<file path="src/rtl/cu_pkg.sv">
// Shared encodings for the microsequencer, bus mux and datapath:
// bus source codes, opcodes, ALU ops and FSM state encoding.
package cu_pkg;

  localparam logic [3:0] BUS_AR   = 4'd0;
  localparam logic [3:0] BUS_PC   = 4'd1;
  localparam logic [3:0] BUS_IR   = 4'd2;
  localparam logic [3:0] BUS_DR   = 4'd3;
  localparam logic [3:0] BUS_R    = 4'd4;
  localparam logic [3:0] BUS_AC   = 4'd5;
  localparam logic [3:0] BUS_DRAM = 4'd6;
  localparam logic [3:0] BUS_IRAM = 4'd7;

  localparam logic [3:0] OP_NOP   = 4'd0;
  localparam logic [3:0] OP_LDAC  = 4'd1;
  localparam logic [3:0] OP_STAC  = 4'd2;
  localparam logic [3:0] OP_MVACR = 4'd3;
  localparam logic [3:0] OP_MVRAC = 4'd4;
  localparam logic [3:0] OP_ADD   = 4'd5;
  localparam logic [3:0] OP_SUB   = 4'd6;
  localparam logic [3:0] OP_INC   = 4'd7;
  localparam logic [3:0] OP_JUMP  = 4'd8;
  localparam logic [3:0] OP_JMPZ  = 4'd9;
  localparam logic [3:0] OP_HALT  = 4'd15;

  localparam logic [2:0] ALU_PASS = 3'd0;
  localparam logic [2:0] ALU_ADD  = 3'd1;
  localparam logic [2:0] ALU_SUB  = 3'd2;
  localparam logic [2:0] ALU_INC  = 3'd3;

  localparam logic [2:0] S_IDLE   = 3'd0;
  localparam logic [2:0] S_F1     = 3'd1;
  localparam logic [2:0] S_F2     = 3'd2;
  localparam logic [2:0] S_DEC    = 3'd3;
  localparam logic [2:0] S_EA     = 3'd4;
  localparam logic [2:0] S_LD     = 3'd5;
  localparam logic [2:0] S_ST     = 3'd6;
  localparam logic [2:0] S_HALTED = 3'd7;

endpackage

</file>
<file path="src/rtl/control_unit_mem_wait_ctr.sv">
// Memory-latency wait counter: load, decrement while nonzero, zero detect.
// Used to stretch the instruction-fetch and data-load bus phases.
module mem_wait_ctr (
  input  logic       clock,
  input  logic       reset,
  input  logic       load,
  input  logic [3:0] load_val,
  input  logic       dec,
  output logic       zero
);

  logic [3:0] count;

  always_ff @(posedge clock or posedge reset) begin
    if (reset)
      count <= 4'd0;
    else if (load)
      count <= load_val;
    else if (dec && count != 4'd0)
      count <= count - 4'd1;
  end

  assign zero = (count == 4'd0);

endmodule

</file>
<file path="src/rtl/control_unit.sv">
// Fetch/decode/execute microsequencer driving the bus source select and
// datapath strobes; outputs decode from state, wait counter, opcode and z_flag.
module control_unit
  import cu_pkg::*;
#(
  parameter int MEM_WAIT = 1,
  parameter int CNT_W    = 16
) (
  input  logic             clock,
  input  logic             reset,
  input  logic             start,
  input  logic [3:0]       opcode,
  input  logic             z_flag,
  output logic [3:0]       bus_sel,
  output logic             ld_ar,
  output logic             ld_pc,
  output logic             inc_pc,
  output logic             ld_ir,
  output logic             ld_dr,
  output logic             ld_r,
  output logic             ld_ac,
  output logic             ld_z,
  output logic [2:0]       alu_op,
  output logic             dram_we,
  output logic             busy,
  output logic             halted,
  output logic             illegal,
  output logic [CNT_W-1:0] instr_count
);

  logic [2:0] state, nxt;
  logic       ctr_load, ctr_dec, ctr_zero;

  mem_wait_ctr u_wait (
    .clock    (clock),
    .reset    (reset),
    .load     (ctr_load),
    .load_val (4'(MEM_WAIT)),
    .dec      (ctr_dec),
    .zero     (ctr_zero)
  );

  always_ff @(posedge clock or posedge reset) begin
    if (reset) begin
      state       <= S_IDLE;
      instr_count <= '0;
    end else begin
      state <= nxt;
      if (state == S_DEC)
        instr_count <= instr_count + 1'b1;
    end
  end

  always_comb begin
    nxt      = state;
    ctr_load = 1'b0;
    ctr_dec  = 1'b0;
    bus_sel  = BUS_AR;
    ld_ar    = 1'b0;
    ld_pc    = 1'b0;
    inc_pc   = 1'b0;
    ld_ir    = 1'b0;
    ld_dr    = 1'b0;
    ld_r     = 1'b0;
    ld_ac    = 1'b0;
    ld_z     = 1'b0;
    alu_op   = ALU_PASS;
    dram_we  = 1'b0;
    halted   = 1'b0;
    illegal  = 1'b0;
    busy     = (state != S_IDLE) && (state != S_HALTED);
    case (state)
      S_IDLE: if (start) nxt = S_F1;
      S_F1: begin
        bus_sel  = BUS_PC;
        ld_ar    = 1'b1;
        ctr_load = 1'b1;
        nxt      = S_F2;
      end
      S_F2: begin
        bus_sel = BUS_IRAM;
        if (ctr_zero) begin
          ld_ir  = 1'b1;
          inc_pc = 1'b1;
          nxt    = S_DEC;
        end else begin
          ctr_dec = 1'b1;
        end
      end
      S_DEC: begin
        nxt = S_F1;
        // Single-cycle ops execute here so they cost no extra state.
        case (opcode)
          OP_NOP: ;
          OP_LDAC, OP_STAC: nxt = S_EA;
          OP_MVACR: begin bus_sel = BUS_AC; ld_r = 1'b1; end
          OP_MVRAC: begin bus_sel = BUS_R; ld_ac = 1'b1; end
          OP_ADD, OP_SUB: begin
            bus_sel = BUS_R;
            alu_op  = (opcode == OP_ADD) ? ALU_ADD : ALU_SUB;
            ld_ac   = 1'b1;
            ld_z    = 1'b1;
          end
          OP_INC: begin
            bus_sel = BUS_AC;
            alu_op  = ALU_INC;
            ld_ac   = 1'b1;
            ld_z    = 1'b1;
          end
          OP_JUMP: begin bus_sel = BUS_IR; ld_pc = 1'b1; end
          OP_JMPZ: if (z_flag) begin bus_sel = BUS_IR; ld_pc = 1'b1; end
          OP_HALT: nxt = S_HALTED;
          default: illegal = 1'b1;
        endcase
      end
      S_EA: begin
        bus_sel  = BUS_IR;
        ld_ar    = 1'b1;
        ctr_load = 1'b1;
        nxt      = (opcode == OP_STAC) ? S_ST : S_LD;
      end
      S_LD: begin
        bus_sel = BUS_DRAM;
        if (ctr_zero) begin
          ld_dr  = 1'b1;
          ld_ac  = 1'b1;
          alu_op = ALU_PASS;
          nxt    = S_F1;
        end else begin
          ctr_dec = 1'b1;
        end
      end
      S_ST: begin
        bus_sel = BUS_AC;
        dram_we = 1'b1;
        nxt     = S_F1;
      end
      S_HALTED: halted = 1'b1;
      default: nxt = S_IDLE;
    endcase
  end

endmodule

</file>
<file path="config.mk">
export PLATFORM = sky130hd
export DESIGN_NAME = control_unit
export DESIGN_NICKNAME = d
export VERILOG_FILES = /design/src/rtl/cu_pkg.sv /design/src/rtl/control_unit_mem_wait_ctr.sv /design/src/rtl/control_unit.sv
export SDC_FILE = /design/constraint.sdc
export NUM_CORES = 1
export LEC_CHECK = 0
export CAP_MARGIN = 20
export CORE_MARGIN = 2
export CORE_UTILIZATION = 49
export CTS_BUF_LIST = sky130_fd_sc_hd__clkbuf_4 sky130_fd_sc_hd__clkbuf_8
export DETAILED_ROUTE_END_ITERATION = 8
export GPL_TIMING_DRIVEN = 1
export PLACE_DENSITY_LB_ADDON = 0.05
export SLEW_MARGIN = 0
export SYNTH_ARGS = -nofsm -noshare
export SYNTH_HDL_FRONTEND = slang
export SYNTH_HIERARCHICAL = 1
export SYNTH_SLANG_ARGS = --single-unit
</file>
<file path="constraint.sdc">
create_clock -name clock -period 2.8 [get_ports clock]
set_clock_uncertainty 0.2 [all_clocks]
set_input_delay 0.28 -clock clock [delete_from_list [all_inputs] [get_ports clock]]
set_output_delay 0.28 -clock clock [all_outputs]
set_load 0.1 [all_outputs]
</file>
==> summary by stage <==
Synth
The synthesized netlist contains 49 unique library cells. Synthesis inferred 23 register bits. The average footprint of a synthesized cell is between 9 and 10 µm².

The cell area that synthesis handed to floorplanning was around 1500 µm². Sequential cells were found to cover 39.1% of the synthesized design area. The prevailing post-synth register cell is dfrtp_1. The fraction of registers with async set/reset is between 90% and 100%. The number of enable-type register cells in the synthesized netlist is 0.

The synthesized netlist cell count is 163. The number of synthesis warnings is 6.

Setup path
The number of cells on the worst reg-to-reg path is 8. On the critical path, the stage with the largest delay is an instance of dfrtp_1. The signal on the critical path passes through inv_1, ha_2, or3b_4, inv_1, inv_1, nor2_4, or2_2, buf_12. Along the worst path, the maximum fanout reaches 5. The delay of the slowest cell on the worst path is 0.42 ns. Data on the critical path is required at its endpoint by 2.32 ns. The most common cell type on the critical path is inv_1. In this run the critical register-to-register path is launched from u_wait/count[0]. The kind of critical path is reg -> out.

STA classifies the critical path startpoint as a register. For flop-to-flop paths, the worst setup slack is approximately 0.38 ns. The worst setup path is captured at an output pin. The launching element of the worst setup path is u_wait/count[0]. For the worst setup path, the data arrival time is 2.17 ns.

Cells and area
At the end of the flow the core is filled with cells to 72.3%. The number of nets in the final layout is about 210. The multi-input logic area is 847 µm². After filler insertion, the fill cell instance count of the layout stands at 214. The antenna diode count is 0. The share of cells above drive strength 1 is between 20% and 30%. Summing all flip-flop and latch instances after layout gives 576 µm².

Compared with the post-synthesis result, the final layout area differs by 37.7%.

Run
The tool flagged a number of max-cap violations equal to 0.

Global routing
The first global-routing pass estimated approximately 5600 µm of wire. The largest net degree at the start of global routing is 20. The via count of the first global-routing pass is 1249. The total overflow reported by the global router is 0. The number of antenna violations at the first check in global routing came to 0. The overall fraction of global-route tracks in use is between 20% and 30%.

STA
The max-slew violation total from the final report came to 0. The worst-case hold slack is 0.292 ns. Setup repair after global routing left no endpoint under its margin.

The maximum achievable frequency is 0.378 GHz. The shortest period the worst path allows is 2.65 ns. The count of final hold-check violations came to 0. For the pin with the worst max-slew slack, the measured transition is 0.710 ns. The period utilization is between 90% and 100%.

Setup violations remaining at the end of the flow were counted as 0. The final sum of negative setup slack is 0 ns. The worst-case headroom to the max-slew limit is between 50% and 60%.

Worst hold path
The beginning of the worst hold path is instr_count[15]. The path category of the worst min-delay check is reg -> reg. Counting instances, the worst hold path has a depth of 1.

CTS
The clock edge transition at the registers on the reported setup and hold paths is 0.13 ns. The TritonCTS clock tree is built. The tree is rooted in a clkbuf_4. In this run the number of H-tree levels came out at 1. The buffer depth of the longest clock path is 2. The clock net in this run drives a total of 23 sinks.

The clock reaches the later pin of the worst-skew pair after 0.31 ns. The total CTS buffers is 3.

Die
43 I/O pins were placed. For this configuration, the core starts out at a cell density of 52.5%. From bottom edge to top edge, the die measures 58.8 µm.

The region available for standard cell placement spans 2810 µm². The die outline width is roughly 59 µm. The row count is 19. The die covers 3460 µm².

Power
Power spread over the standard cell area amounts to 1160 nW/µm². The leakage power is 0.925 nW. The peak supply drop is 1.04 mV.

Route
The number of violations reported at the end of detailed-routing iteration 0 is 48. The via density per instance is about 5.6. Summed over all layers, the routed wires come to 3260 µm. For this run, design rule violations remaining after detail routing come to 3. The via total after detailed routing is 1304.

The detail-routed net length per standard cell is between 10 and 15 µm. The first TritonRoute pass finished after 6 iterations. The count of nets left with antenna violations after detail routing is 0.

Status
The run finished, with violations left. The checks that failed: DRC.

Place
The wire-length estimate of the detail-placed layout is 2490 µm. The routability-driven placement congestion ratio is 0.816. In this run the tool buffered the top-level ports with 40 buffer cells.
==> state kept, by name, indices dropped and copies added, names as in the netlist <==
| register | count |
|---|---|
| instr_count | 16 |
| u_wait/count | 4 |
| state | 3 |
==> worst max-delay path: cells and delay by family, from the launching register on <==
| kind | cells | cell delay, ns |
|---|---|---|
| adders and majority gates | 1 | 0.22 |
| DFF | 1 | 0.42 |
| and+or+nand+nor | 3 | 0.72 |
| buffers and inverters | 4 | 0.52 |
==> per-stage QoR <==
stage               area (µm²)  setup slack (ns)  std cells  power, mW
detailed placement        1990             0.365        228       2.21
global placement          1990             0.482        228       2.17
floorplan                 1530            -0.159        167       1.80
CTS                       2030            0.0831        233       2.37
finish                    2030             0.152        233       2.36
global route              2030            0.0161        233       2.49
==> Yosys cell counts (2+ instances only) <==
cell type	number	area share, %
nor3_1	6	2.0
o21ai_0	6	2.0
buf_4	3	1.5
conb_1	2	0.51
buf_2	4	1.4
a21oi_1	10	3.4
xnor2_1	14	8.3
nand3_1	7	2.4
and3_1	4	1.7
inv_1	10	2.5
ha_1	2	1.7
clkbuf_1	3	0.76
nor3b_1	2	1.0
nor2_1	9	2.3
nand2_1	15	3.8
xor2_1	2	1.2
nand4_1	4	1.7
and4_1	3	1.8
nand2b_1	3	1.3
dfrtp_1	23	39
o21ai_1	2	0.68
and2_1	2	0.85
==> placed cells by master (no fill, tap or decap), types with 2 or more instances in the layout <==
cell type	synthesis	routed
o21ai_1	2	4
buf_4	3	21
xnor2_1	14	14
buf_12	0	13
nor3_1	6	4
clkdlybuf4s50_1	0	7
nor2_1	9	6
conb_1	2	6
a21oi_1	10	9
and2_1	2	2
clkbuf_4	0	3
inv_1	10	10
nand2b_1	3	3
xor2_1	2	2
dfrtp_1	23	23
and3_1	4	4
and4_1	3	3
nor2_2	1	3
nor3b_1	2	2
nand4_1	4	4
o21ai_0	6	4
nand3_1	7	7
nand2_1	15	15
nor3_4	1	2
==> cell families (layout without fill, tap and decap cells) <==
group	after synthesis	in the layout	share of synthesized area [%]
buffers and inverters	22	57	7.22
AOI/OAI and AO/OA	29	29	12.8
other	2	6	0.510
and+or+nand+nor	69	69	29.1
adders and majority gates	2	2	1.70
xor gates and xnor gates	16	16	9.52
DFF	23	23	39.1
==> routing by layer <==
layer / vias to the layer above / global-route usage, % / wire length [µm]
met5: - / 0 / 0
met4: 0 / 4.55 / 19
met3: 2 / 3.96 / 133
met2: 35 / 34.0 / 1640
met1: 627 / 27.6 / 1460
li1: 640 / - / -
==> report_power, final <==
part           switching, mW  internal [mW]  total, mW
clock network         0.0974         0.0533      0.151
logic                   1.15          0.498       1.65
registers              0.148          0.415      0.563
==> timing repair <==
item                                   CTS  global route
setup buffers                            0             0
setup endpoints to repair                0             3
hold buffers                             1             0
gates resized for setup                  0             1
endpoints found under the hold margin    4             0
==> path summary, 6_finish.rpt <==
kind / endpoint
setup / recovery: ld_ac
hold / removal: instr_count[15]
setup reg to reg: u_wait/count[3]
hold reg to reg: instr_count[15]
max in group asynchronous: instr_count[14]
min in group asynchronous: u_wait/count[2]
==> final cells by class <==
class	count	area share, %
multi-input combinational	122	41.8
sequential	23	28.4
timing repair buffer	42	24.6
inverter	11	2.04
tap	31	1.91
clock buffer	3	1.11
clock inverter	1	0.247
No activity file was read; power rests on OpenSTA's default activity.
